===== config.mk =====
export PLATFORM = sky130hd
export DESIGN_NAME = id_alu_issue_flat
export DESIGN_NICKNAME = d
export VERILOG_FILES = /design/src/rtl/id_alu_issue_pkg.sv /design/src/rtl/id_alu_issue_if.sv /design/src/rtl/id_alu_issue_dec.sv /design/src/rtl/id_alu_issue.sv /design/src/flat_wrapper.sv
export SDC_FILE = /design/constraint.sdc
export NUM_CORES = 1
export LEC_CHECK = 0
export ABC_AREA = 0
export CAP_MARGIN = 20
export CORE_ASPECT_RATIO = 1.1
export CORE_MARGIN = 1.5
export CORE_UTILIZATION = 47
export CTS_BUF_LIST = sky130_fd_sc_hd__clkbuf_2 sky130_fd_sc_hd__clkbuf_4 sky130_fd_sc_hd__clkbuf_8
export DETAILED_ROUTE_END_ITERATION = 12
export MAX_ROUTING_LAYER = met4
export PLACE_DENSITY_LB_ADDON = 0.05
export SYNTH_ARGS = -nofsm -noshare
export SYNTH_HDL_FRONTEND = slang
export SYNTH_SLANG_ARGS = --single-unit

===== constraint.sdc =====
create_clock -name clk -period 2.95 [get_ports clk]
set_input_delay 0.4425 -clock clk [delete_from_list [all_inputs] [get_ports clk]]
set_output_delay 0.4425 -clock clk [all_outputs]
set_load 0.01 [all_outputs]

===== src/rtl/id_alu_issue_pkg.sv =====
// Shared constants and types for the decode/issue stage that feeds the ALU.
package id_alu_issue_pkg;

    localparam logic [31:0] ZERO_WORD  = 32'h0000_0000;
    localparam int          ALU_CTRL_W = 12;

    // One-hot bit positions inside alu_control
    localparam int ALU_ADD  = 11;
    localparam int ALU_SUB  = 10;
    localparam int ALU_SLT  = 9;
    localparam int ALU_SLTU = 8;
    localparam int ALU_AND  = 7;
    localparam int ALU_NOR  = 6;
    localparam int ALU_OR   = 5;
    localparam int ALU_XOR  = 4;
    localparam int ALU_SLL  = 3;
    localparam int ALU_SRL  = 2;
    localparam int ALU_SRA  = 1;
    localparam int ALU_LUI  = 0;

    // Primary opcodes
    localparam logic [5:0] OP_SPECIAL = 6'h00;
    localparam logic [5:0] OP_ADDIU   = 6'h09;
    localparam logic [5:0] OP_SLTI    = 6'h0A;
    localparam logic [5:0] OP_SLTIU   = 6'h0B;
    localparam logic [5:0] OP_ANDI    = 6'h0C;
    localparam logic [5:0] OP_ORI     = 6'h0D;
    localparam logic [5:0] OP_XORI    = 6'h0E;
    localparam logic [5:0] OP_LUI     = 6'h0F;
    localparam logic [5:0] OP_LW      = 6'h23;
    localparam logic [5:0] OP_SW      = 6'h2B;

    // SPECIAL function codes
    localparam logic [5:0] FN_SLL  = 6'h00;
    localparam logic [5:0] FN_SRL  = 6'h02;
    localparam logic [5:0] FN_SRA  = 6'h03;
    localparam logic [5:0] FN_SLLV = 6'h04;
    localparam logic [5:0] FN_SRLV = 6'h06;
    localparam logic [5:0] FN_SRAV = 6'h07;
    localparam logic [5:0] FN_ADDU = 6'h21;
    localparam logic [5:0] FN_SUBU = 6'h23;
    localparam logic [5:0] FN_AND  = 6'h24;
    localparam logic [5:0] FN_OR   = 6'h25;
    localparam logic [5:0] FN_XOR  = 6'h26;
    localparam logic [5:0] FN_NOR  = 6'h27;
    localparam logic [5:0] FN_SLT  = 6'h2A;
    localparam logic [5:0] FN_SLTU = 6'h2B;

    // Where operand 2 comes from
    typedef enum logic [1:0] {
        SRC2_RT   = 2'd0,
        SRC2_ZIMM = 2'd1,
        SRC2_SIMM = 2'd2
    } src2_sel_e;

    // Decoder output: everything the top needs besides register data
    typedef struct packed {
        logic [ALU_CTRL_W-1:0] alu_control;
        logic                  src1_is_sa;
        src2_sel_e             src2_sel;
        logic                  reads_rs;
        logic                  reads_rt;
        logic                  we;
        logic [4:0]            waddr;
    } dec_t;

    // Contents of the ID/EX pipeline register
    typedef struct packed {
        logic                  valid;
        logic [ALU_CTRL_W-1:0] alu_control;
        logic [31:0]           src1;
        logic [31:0]           src2;
        logic                  we;
        logic [4:0]            waddr;
    } idex_t;

    // Bypass selection for one source register; EX wins over MEM, $0 is never bypassed
    function automatic logic [31:0] fwd_value(
        input logic [4:0]  addr,
        input logic [31:0] rf_data,
        input logic        ex_we,
        input logic        ex_load,
        input logic [4:0]  ex_waddr,
        input logic [31:0] ex_wdata,
        input logic        mem_we,
        input logic [4:0]  mem_waddr,
        input logic [31:0] mem_wdata
    );
        if (addr == 5'd0)
            return ZERO_WORD;
        else if (ex_we && !ex_load && (ex_waddr == addr))
            return ex_wdata;
        else if (mem_we && (mem_waddr == addr))
            return mem_wdata;
        else
            return rf_data;
    endfunction

endpackage


===== src/rtl/id_alu_issue_if.sv =====
// ID/EX issue bus: the decode stage (master) presents an entry, EX (slave) grants allowin.
interface id_alu_issue_if;
    import id_alu_issue_pkg::*;

    logic                  ex_allowin;
    logic                  ex_valid;
    logic [ALU_CTRL_W-1:0] ex_alu_control;
    logic [31:0]           ex_alu_src1;
    logic [31:0]           ex_alu_src2;
    logic                  ex_we;
    logic [4:0]            ex_waddr;

    modport master (
        input  ex_allowin,
        output ex_valid, ex_alu_control, ex_alu_src1, ex_alu_src2, ex_we, ex_waddr
    );

    modport slave (
        output ex_allowin,
        input  ex_valid, ex_alu_control, ex_alu_src1, ex_alu_src2, ex_we, ex_waddr
    );
endinterface


===== src/rtl/id_alu_issue_dec.sv =====
// Combinational MIPS decoder: opcode/funct -> one-hot alu_control, operand selects,
// which sources are really read, and the destination register.
module id_alu_issue_dec
    import id_alu_issue_pkg::*;
(
    input  logic [31:0] inst,
    output dec_t        dec
);

    logic [5:0] op;
    logic [5:0] fn;
    logic [4:0] rt;
    logic [4:0] rd;

    assign op = inst[31:26];
    assign fn = inst[5:0];
    assign rt = inst[20:16];
    assign rd = inst[15:11];

    // Decode the instruction word into control fields
    always_comb begin
        // NOTE: every field gets a default first so no path through the case infers a latch.
        dec = '0;
        case (op)
            OP_SPECIAL: begin
                dec.reads_rs = 1'b1;
                dec.reads_rt = 1'b1;
                dec.we       = 1'b1;
                dec.waddr    = rd;
                dec.src2_sel = SRC2_RT;
                case (fn)
                    FN_ADDU: dec.alu_control[ALU_ADD]  = 1'b1;
                    FN_SUBU: dec.alu_control[ALU_SUB]  = 1'b1;
                    FN_SLT:  dec.alu_control[ALU_SLT]  = 1'b1;
                    FN_SLTU: dec.alu_control[ALU_SLTU] = 1'b1;
                    FN_AND:  dec.alu_control[ALU_AND]  = 1'b1;
                    FN_NOR:  dec.alu_control[ALU_NOR]  = 1'b1;
                    FN_OR:   dec.alu_control[ALU_OR]   = 1'b1;
                    FN_XOR:  dec.alu_control[ALU_XOR]  = 1'b1;
                    FN_SLLV: dec.alu_control[ALU_SLL]  = 1'b1;
                    FN_SRLV: dec.alu_control[ALU_SRL]  = 1'b1;
                    FN_SRAV: dec.alu_control[ALU_SRA]  = 1'b1;
                    FN_SLL, FN_SRL, FN_SRA: begin
                        // Immediate shifts take the amount from sa and never read rs
                        dec.src1_is_sa = 1'b1;
                        dec.reads_rs   = 1'b0;
                        dec.alu_control[ALU_SLL] = (fn == FN_SLL);
                        dec.alu_control[ALU_SRL] = (fn == FN_SRL);
                        dec.alu_control[ALU_SRA] = (fn == FN_SRA);
                    end
                    default: dec = '0;
                endcase
            end
            OP_ADDIU, OP_SLTI, OP_SLTIU, OP_LW: begin
                dec.reads_rs = 1'b1;
                dec.we       = 1'b1;
                dec.waddr    = rt;
                dec.src2_sel = SRC2_SIMM;
                dec.alu_control[ALU_ADD]  = (op == OP_ADDIU) || (op == OP_LW);
                dec.alu_control[ALU_SLT]  = (op == OP_SLTI);
                dec.alu_control[ALU_SLTU] = (op == OP_SLTIU);
            end
            OP_ANDI, OP_ORI, OP_XORI: begin
                dec.reads_rs = 1'b1;
                dec.we       = 1'b1;
                dec.waddr    = rt;
                dec.src2_sel = SRC2_ZIMM;
                dec.alu_control[ALU_AND] = (op == OP_ANDI);
                dec.alu_control[ALU_OR]  = (op == OP_ORI);
                dec.alu_control[ALU_XOR] = (op == OP_XORI);
            end
            OP_LUI: begin
                dec.we       = 1'b1;
                dec.waddr    = rt;
                dec.src2_sel = SRC2_ZIMM;
                dec.alu_control[ALU_LUI] = 1'b1;
            end
            OP_SW: begin
                // Store computes an address; rt is the store data, nothing is written back
                dec.reads_rs = 1'b1;
                dec.reads_rt = 1'b1;
                dec.src2_sel = SRC2_SIMM;
                dec.alu_control[ALU_ADD] = 1'b1;
            end
            default: dec = '0;
        endcase
        // Writes to $0 are discarded at the source
        if (dec.waddr == 5'd0)
            dec.we = 1'b0;
    end

endmodule


===== src/rtl/id_alu_issue.sv =====
// Decode stage in front of the ALU: operand bypass from EX/MEM, load-use stall,
// and the ID/EX pipeline register presented on the issue bus.
module id_alu_issue
    import id_alu_issue_pkg::*;
(
    input  logic          clk,
    input  logic          resetn,
    input  logic          if_valid,
    input  logic [31:0]   if_inst,
    output logic          id_ready,
    input  logic          flush,
    output logic [4:0]    rs_addr,
    output logic [4:0]    rt_addr,
    input  logic [31:0]   rs_rdata,
    input  logic [31:0]   rt_rdata,
    input  logic          ex_fwd_we,
    input  logic          ex_fwd_load,
    input  logic [4:0]    ex_fwd_waddr,
    input  logic [31:0]   ex_fwd_wdata,
    input  logic          mem_fwd_we,
    input  logic [4:0]    mem_fwd_waddr,
    input  logic [31:0]   mem_fwd_wdata,
    id_alu_issue_if.master ex_bus
);

    dec_t        dec;
    logic [31:0] rs_val;
    logic [31:0] rt_val;
    logic [31:0] src1;
    logic [31:0] src2;
    logic        stall;
    idex_t       idex_d;
    idex_t       idex_q;

    assign rs_addr = if_inst[25:21];
    assign rt_addr = if_inst[20:16];

    id_alu_issue_dec u_dec (
        .inst (if_inst),
        .dec  (dec)
    );

    // Bypassed register values and ALU operand selection
    always_comb begin
        rs_val = fwd_value(rs_addr, rs_rdata, ex_fwd_we, ex_fwd_load, ex_fwd_waddr,
                           ex_fwd_wdata, mem_fwd_we, mem_fwd_waddr, mem_fwd_wdata);
        rt_val = fwd_value(rt_addr, rt_rdata, ex_fwd_we, ex_fwd_load, ex_fwd_waddr,
                           ex_fwd_wdata, mem_fwd_we, mem_fwd_waddr, mem_fwd_wdata);
        src1 = dec.src1_is_sa ? {27'b0, if_inst[10:6]} : rs_val;
        case (dec.src2_sel)
            SRC2_ZIMM: src2 = {16'b0, if_inst[15:0]};
            SRC2_SIMM: src2 = {{16{if_inst[15]}}, if_inst[15:0]};
            default:   src2 = rt_val;
        endcase
    end

    // Load-use hazard: only sources the instruction really reads can stall it
    always_comb begin
        stall = if_valid && ex_fwd_load && ex_fwd_we && (ex_fwd_waddr != 5'd0) &&
                ((dec.reads_rs && (rs_addr == ex_fwd_waddr)) ||
                 (dec.reads_rt && (rt_addr == ex_fwd_waddr)));
        id_ready = flush || (!stall && ex_bus.ex_allowin);
    end

    // Next-state of the ID/EX register: flush kills, allowin loads, otherwise hold
    always_comb begin
        idex_d = idex_q;
        if (flush) begin
            idex_d.valid = 1'b0;
        end else if (ex_bus.ex_allowin) begin
            idex_d.valid       = if_valid && !stall;
            idex_d.alu_control = dec.alu_control;
            idex_d.src1        = src1;
            idex_d.src2        = src2;
            idex_d.we          = dec.we;
            idex_d.waddr       = dec.waddr;
        end
    end

    // ID/EX register, cleared asynchronously so nothing survives a reset
    always_ff @(posedge clk or negedge resetn) begin
        if (!resetn) begin
            idex_q <= '0;
        end else begin
            // NOTE: non-blocking so the register samples pre-edge values regardless of block order.
            idex_q <= idex_d;
        end
    end

    assign ex_bus.ex_valid       = idex_q.valid;
    assign ex_bus.ex_alu_control = idex_q.alu_control;
    assign ex_bus.ex_alu_src1    = idex_q.src1;
    assign ex_bus.ex_alu_src2    = idex_q.src2;
    assign ex_bus.ex_we          = idex_q.we;
    assign ex_bus.ex_waddr       = idex_q.waddr;

endmodule


===== src/flat_wrapper.sv =====
// flat-port wrapper written by rule: the top's interface ports become plain ports
module id_alu_issue_flat import id_alu_issue_pkg::*;
  (clk, resetn, if_valid, if_inst, id_ready, flush, rs_addr, rt_addr, rs_rdata, rt_rdata, ex_fwd_we, ex_fwd_load, ex_fwd_waddr, ex_fwd_wdata, mem_fwd_we, mem_fwd_waddr, mem_fwd_wdata, ex_bus_ex_allowin, ex_bus_ex_valid, ex_bus_ex_alu_control, ex_bus_ex_alu_src1, ex_bus_ex_alu_src2, ex_bus_ex_we, ex_bus_ex_waddr);
  id_alu_issue_if ex_bus_i ();
  input  logic clk;
  input  logic resetn;
  input  logic if_valid;
  input  logic [31:0] if_inst;
  output logic id_ready;
  input  logic flush;
  output logic [4:0] rs_addr;
  output logic [4:0] rt_addr;
  input  logic [31:0] rs_rdata;
  input  logic [31:0] rt_rdata;
  input  logic ex_fwd_we;
  input  logic ex_fwd_load;
  input  logic [4:0] ex_fwd_waddr;
  input  logic [31:0] ex_fwd_wdata;
  input  logic mem_fwd_we;
  input  logic [4:0] mem_fwd_waddr;
  input  logic [31:0] mem_fwd_wdata;
  input wire logic [$bits(ex_bus_i.ex_allowin)-1:0] ex_bus_ex_allowin;
  output wire logic [$bits(ex_bus_i.ex_valid)-1:0] ex_bus_ex_valid;
  output wire logic [$bits(ex_bus_i.ex_alu_control)-1:0] ex_bus_ex_alu_control;
  output wire logic [$bits(ex_bus_i.ex_alu_src1)-1:0] ex_bus_ex_alu_src1;
  output wire logic [$bits(ex_bus_i.ex_alu_src2)-1:0] ex_bus_ex_alu_src2;
  output wire logic [$bits(ex_bus_i.ex_we)-1:0] ex_bus_ex_we;
  output wire logic [$bits(ex_bus_i.ex_waddr)-1:0] ex_bus_ex_waddr;
  assign ex_bus_i.ex_allowin = ex_bus_ex_allowin;
  assign ex_bus_ex_valid = ex_bus_i.ex_valid;
  assign ex_bus_ex_alu_control = ex_bus_i.ex_alu_control;
  assign ex_bus_ex_alu_src1 = ex_bus_i.ex_alu_src1;
  assign ex_bus_ex_alu_src2 = ex_bus_i.ex_alu_src2;
  assign ex_bus_ex_we = ex_bus_i.ex_we;
  assign ex_bus_ex_waddr = ex_bus_i.ex_waddr;
  id_alu_issue u_core (.clk(clk), .resetn(resetn), .if_valid(if_valid), .if_inst(if_inst), .id_ready(id_ready), .flush(flush), .rs_addr(rs_addr), .rt_addr(rt_addr), .rs_rdata(rs_rdata), .rt_rdata(rt_rdata), .ex_fwd_we(ex_fwd_we), .ex_fwd_load(ex_fwd_load), .ex_fwd_waddr(ex_fwd_waddr), .ex_fwd_wdata(ex_fwd_wdata), .mem_fwd_we(mem_fwd_we), .mem_fwd_waddr(mem_fwd_waddr), .mem_fwd_wdata(mem_fwd_wdata), .ex_bus(ex_bus_i));
endmodule

Word-level counts from Yosys, hierarchy flattened
Index checks and enable logic that the tools add are counted.
{ "classes": {"n_eq_ne": 30, "mux": 38, "n_bitwise": 1, "reduce_logical": 35} }
{ "op_table": {"columns": ["cell", "count"], "rows": [
  ["2-to-1 mux 32 bit", 7],
  ["2-to-1 mux 83 bit", 1],
  ["one-hot mux 32 bit (2 select lines)", 1],
  ["== test 6 bit, second input constant", 10],
  ["== test 6 x 4 -> 1 bit, second input constant", 7],
  ["== test 5 bit", 6],
  ["== test 6 x 3 -> 1 bit, second input constant", 3],
  ["2-to-1 mux 1 bit", 16],
  ["OR reduction 8 bit", 2],
  ["zero test 5 bit", 3],
  ["OR reduction 14 bit", 1],
  ["logical AND 1 bit", 13],
  ["== test 6 x 2 -> 1 bit, second input constant", 2],
  ["zero test 6 bit", 2],
  ["one-hot mux 1 bit (2 select lines)", 6],
  ["one-hot mux 2 bit (2 select lines)", 3],
  ["one-hot mux 6 bit (2 select lines)", 1],
  ["OR reduction 11 bit", 1],
  ["OR reduction 4 bit", 2],
  ["2-to-1 mux 7 bit", 1],
  ["OR reduction 3 bit", 2],
  ["nonzero test 5 bit", 1],
  ["OR reduction 5 bit", 1],
  ["logical OR 1 bit", 3],
  ["8 further kinds", 9]
]} }
{ "word_totals": {"register_bits": 83, "inputBits": 178, "out_inout_bits": 94, "wordCells": 110} }

Logic depth before layout (Yosys ltp)
{ "logic_depth": {"ltp_word": 11, "ltp_mapped": 12, "ltp_nobuf": 10} }

Cells and area by module
Synthesis repeated with hierarchy kept, for this count alone.
{ "unflattened": {"hier_cells": 625, "area_unflattened_um2": 5471.5} }
{ "modules_own_cells": {"columns": ["module", "n_inst", "cells_each", "area_per_inst_um2", "seq_area_each_um2"], "rows": [
  ["id_alu_issue", 1, 540, 4934.7, 2077.0],
  ["id_alu_issue_dec", 1, 85, 536.8, 0.0]
]} }

Worst setup path before layout
No wires, ideal clock.
{ "synth_path": {"path_type": "input -> register", "from": "input if_inst[26]", "to": "register u_core.idex_q (netlist bit u_core.ex_bus.ex_alu_src2[24])", "setup_time_ps": 73, "t_arrival_ps": 2219, "t_required_ps": 2877, "path_slack_ps": 658, "path_stages": 11, "path_buffers": 2, "path_cell_list": "buf_2 nand2_1 nand2_1 a22o_1 and2_1 ha_1 o21ai_2 nor4_4 buf_6 a21oi_2 a21oi_2"} }
{ "synth_via": {"elab_chain_cells": 5, "elab_cells_between_ends": 15, "cone_classes": "11 x eq/ne; 2 x mux; 2 x reduce/logical"} }
{ "synth_rtl": {"columns": ["item", "line", "text"], "rows": [
  ["start, declared", "flat_wrapper.sv:8", "input logic [31:0] if_inst;"],
  ["== test 6 x 4 -> 1 bit or == test 6 bit (tied branches)", "id_alu_issue_dec.sv:24", "case (op)"],
  ["OR reduction 5 bit (no source line) or OR reduction 4 bit (tied branches)", null, null],
  ["one-hot mux 2 bit (2 select lines) (*)", "id_alu_issue_dec.sv:24", null],
  ["== test 2 bit or == test 2 x 1 -> 1 bit (tied branches)", "id_alu_issue.sv:50", "case (dec.src2_sel)"],
  ["one-hot mux 32 bit (2 select lines) (*)", "id_alu_issue.sv:50", null],
  ["end signal, assigned", "id_alu_issue.sv:86", "idex_q <= idex_d;"],
  ["end, declared", "id_alu_issue.sv:33", "idex_t idex_q;"]
]} }
Every way passes the cells marked *; elsewhere a longest branch is shown, timed or not.
A chain may end at the register's enable or synchronous reset.

Final worst setup path
{ "layout_path": {"from": "input if_inst[4]", "to": "output id_ready"} }
{ "layout_via": {"elab_chain_cells": 10, "elab_cells_between_ends": 27, "cone_classes": "13 x eq/ne; 4 x mux; 10 x reduce/logical"} }
{ "layout_rtl": {"columns": ["item", "line", "text"], "rows": [
  ["== test 6 x 2 -> 1 bit (tied with other cells)", "id_alu_issue_dec.sv:31", "case (fn)"],
  ["OR reduction 14 bit (no source line) or OR reduction 11 bit (tied branches)", null, null],
  ["2-to-1 mux 7 bit or 2-to-1 mux 1 bit (tied branches)", "id_alu_issue_dec.sv:31", null],
  ["one-hot mux 1 bit (2 select lines)", "id_alu_issue_dec.sv:24", null],
  ["logical AND 1 bit (on tied branches)", "id_alu_issue.sv:61, id_alu_issue.sv:60", null],
  ["logical OR 1 bit (*)", "id_alu_issue.sv:60", "((dec.reads_rs && (rs_addr == ex_fwd_waddr)) ||"],
  ["logical AND 1 bit (*)", "id_alu_issue.sv:59", "stall = if_valid && ex_fwd_load && ex_fwd_we && (ex_fwd_waddr != 5'd0) &&"],
  ["zero test 1 bit (*)", "id_alu_issue.sv:62", "id_ready = flush || (!stall && ex_bus.ex_allowin);"],
  ["logical AND 1 bit (*)", "id_alu_issue.sv:62", null],
  ["logical OR 1 bit (*)", "id_alu_issue.sv:62", null],
  ["end, declared", "flat_wrapper.sv:9", "output logic id_ready;"]
]} }
Marks and branches as above.

==> results by group <==
Run status
  – Status: complete, no violations

Pwr
  – Net Sw Frac: 0.318
  – P_sw: 0.00111 W
  – Leakage: 3.62 nW
  – Max IR drop VDD: 0.291 mV
  – Pwr per Cell Area: 380 nW/um^2
  – Internal Power: 0.00238 W
  – Sequential power share: 0.391
  – Combinational share of power: 0.361
  – Clk pwr share: 0.247

Floorplanning
  – I/O pin count: 272
  – Die Y: 120 um
  – Core Box Area: 12100 um^2
  – Initial core utilization: 0.486
  – Die area: 13200 um^2
  – Die Wd: 110 um
  – Row Count: 42

Worst setup path
  – Crit-path max cell delay: 0.48 ns
  – Crit path cell chain: clkdlybuf4s50_1 -> nor4_4 -> nand2_2 -> a2111oi_4 -> o211ai_2 -> a31o_1 -> dlygate4sd2_1
  – Top cell family by delay on the critical path: buffers and inverters
  – Crit Path Category: in -> out
  – CP required: 2.51 ns
  – CP Max Fanout: 3
  – CP Capture Type: primary output
  – Crit path launch type: input port
  – Slowest cell on crit path: clkdlybuf4s50_1
  – CP bufs+invs: 2
  – CP arrival: 2.37 ns

Synthesis
  – Syn Area/Cell: 9.26 um^2
  – Fraction of registers with async set/reset: 1.00
  – Synth Warn #: 0
  – Synth cell types: 68
  – Syn Inst Count: 634
  – Ys flop type: dfrtp_1
  – FF+latch count, synth: 83
  – Post-synth EDFFs: 0
  – Syn Nets: 814
  – Sequential-to-total area share from yosys stat: 0.354
  – Cell area after synthesis: 5870 um^2

STA
  – Maximum operating frequency: 356 MHz
  – Final Setup Violations: 0
  – Crit path time final: 2.81 ns
  – Slew @ Worst Pin: 0.514 ns
  – Fin crit share: 0.953
  – Fin. Hold Viols: 0
  – Max-slew violation count: 0
  – RSZ-0062 raised after global routing: false
  – Max_slew headroom: 0.657
  – Skew final: 0 ns
  – Setup slack after layout: 0.139 ns

Clock network
  – Clock Tree Buf Depth: 2
  – Root buf cell: clkbuf_8
  – # hold bufs at CTS: 0
  – CTS tree: built
  – Total CTS buffers: 9
  – Worst skew pair latency: 0.36 ns
  – Clock sinks: 83
  – H-tree depth: 3
  – Clock transition at path regs: 0.09 ns

Route
  – DRT Pass-1 Iters: 5
  – Drc violations: 0
  – DR WL/cell: 21.3 um
  – DR vias/cell: 6.14
  – Routed Antenna Nets: 0
  – Initial DRC count: 502
  – Total wire length: 22900 um
  – Via count: 6600

Flow run
  – Max cap viols: 0

Global routing
  – Initial antenna violation count: 0
  – Vias in the first global route: 6660
  – First-pass GRT wire length: 34900 um
  – Overflow after GRT: 0
  – Largest net degree at the start of global routing: 84
  – GRT Util Overall: 0.358

Final layout
  – Area Overhead vs Synth: 56.5%
  – Fin util: 0.760
  – Nets: 1096
  – Commonest non-fill, non-tap cell in the layout: clkdlybuf4s50_1
  – Antenna diode count: 0
  – Multi-input gate area in the final layout: 3410 um^2
  – # fillers: 878
  – Ratio of cells with drive above 1 in the final layout: 0.161
  – Most frequent cells in the layout: clkdlybuf4s50_1 (268), dfrtp_1 (83), nor2_1 (63)
  – Seq. cell area: 2080 um^2

Placement
  – GP Congestion: 0.953
  – Setup slack at placement: -0.0451 ns
  – Number of port buffers: 271
  – HPWL Detailed: 17100 um

Min path
  – Hold Crit Class: in -> async
-- power groups by stage --
stage / Combinational (W) / Sequential [W] / Clock, W
after global routing: 0.00134 / 0.00138 / 0.000904
after global placement: 0.00123 / 0.00138 / 0
after CTS: 0.00126 / 0.00136 / 0.000871
final: 0.00126 / 0.00137 / 0.000862
after detailed placement: 0.00125 / 0.00138 / 0
after floorplan: 0.000421 / 0.00144 / 0
-- layer usage --
layer  global-route usage  vias up  share of wire
met2                0.579      413           0.49
met1                0.426     3178           0.38
met5                    -        -              0
li1                     -     2939              -
met3               0.0706       70          0.090
met4                0.170        0          0.040
-- kinds of logic (layout without fill, tap and decap cells) --
logic type / after synthesis / count (layout) / synth area share
adder cells (fa/ha/maj): 2 / 2 / 0.00426
AO/OA/AOI/OAI: 215 / 215 / 0.294
XOR/XNOR: 20 / 20 / 0.0311
flip-flops: 83 / 83 / 0.354
multiplexers: 33 / 33 / 0.0562
buffers and inverters: 69 / 356 / 0.0686
AND/OR/NAND/NOR: 212 / 212 / 0.192
-- path summary, 6_finish.rpt --
check | start | endpoint | slack (ns) | depth (start not counted)
worst max-delay path | if_inst[4] | id_ready | 0.14 | 7
worst min-delay path | resetn | u_core.ex_bus.ex_alu_control[11] | 0.06 | 2
worst max register to register | u_core.ex_bus.ex_alu_src1[2] | u_core.ex_bus.ex_alu_src1[2] | 1.94 | 3
worst min register to register | u_core.ex_bus.ex_alu_control[7] | u_core.ex_bus.ex_alu_control[7] | 0.49 | 2
max in group asynchronous | resetn | u_core.ex_bus.ex_alu_src1[16] | 2.48 | 2
min in group clk | u_core.ex_bus.ex_alu_control[7] | u_core.ex_bus.ex_alu_control[7] | 0.49 | 2
-- through the flow --
step | TNS, ns | power [W] | area (um^2) | instances | hold slack [ns]
floorplan | 0 | 0.00186 | 5870 | 634 | 0.147
global placement | -0.0251 | 0.00260 | 8990 | 1058 | 0.461
detailed placement | -0.0451 | 0.00263 | 8990 | 1058 | 0.470
CTS | 0 | 0.00349 | 9190 | 1075 | 0.105
global route | 0 | 0.00363 | 9190 | 1075 | 0.130
finish | 0 | 0.00349 | 9190 | 1075 | 0.0649
-- flip-flops by register name, indices dropped and copies added, names as in the netlist --
signal and count:
u_core.ex_bus.ex_alu_src1 32, u_core.ex_bus.ex_alu_src2 32, u_core.ex_bus.ex_alu_control 12, u_core.ex_bus.ex_waddr 5, u_core.ex_bus.ex_valid 1, u_core.ex_bus.ex_we 1
-- worst reg2reg max path: cells and delay by family, from the launching register on --
kind,cells,cell delay (ns)
simple gates,1,0.21
compound gates,2,0.28
flops,1,0.41
-- Yosys cell counts (17+ instances only) --
cell | instances | share of area
dfrtp_1 | 83 | 0.35
nor2_1 | 63 | 0.040
nand2_1 | 48 | 0.031
mux2i_1 | 33 | 0.056
nand4_1 | 28 | 0.030
clkbuf_1 | 26 | 0.017
a21boi_0 | 21 | 0.027
o211ai_2 | 21 | 0.045
a21oi_2 | 20 | 0.030
o21ai_0 | 20 | 0.017
and3_1 | 19 | 0.020
buf_2 | 17 | 0.014
o31ai_1 | 17 | 0.022
-- cell type report --
type / instances / share of cell area
multi-input cells: 482 / 0.371
repair buffers: 336 / 0.359
flip-flops and latches: 83 / 0.226
well taps: 154 / 0.0210
clock buffers: 10 / 0.0143
clock inverters: 6 / 0.00722
inverters: 4 / 0.00163
-- timing repair --
action	4_1_cts	5_1_grt
setup buffers	1	0
gates resized for setup	2	0
endpoints found under the setup margin	1	0
Note: power is estimated with default switching activity, not from simulation.
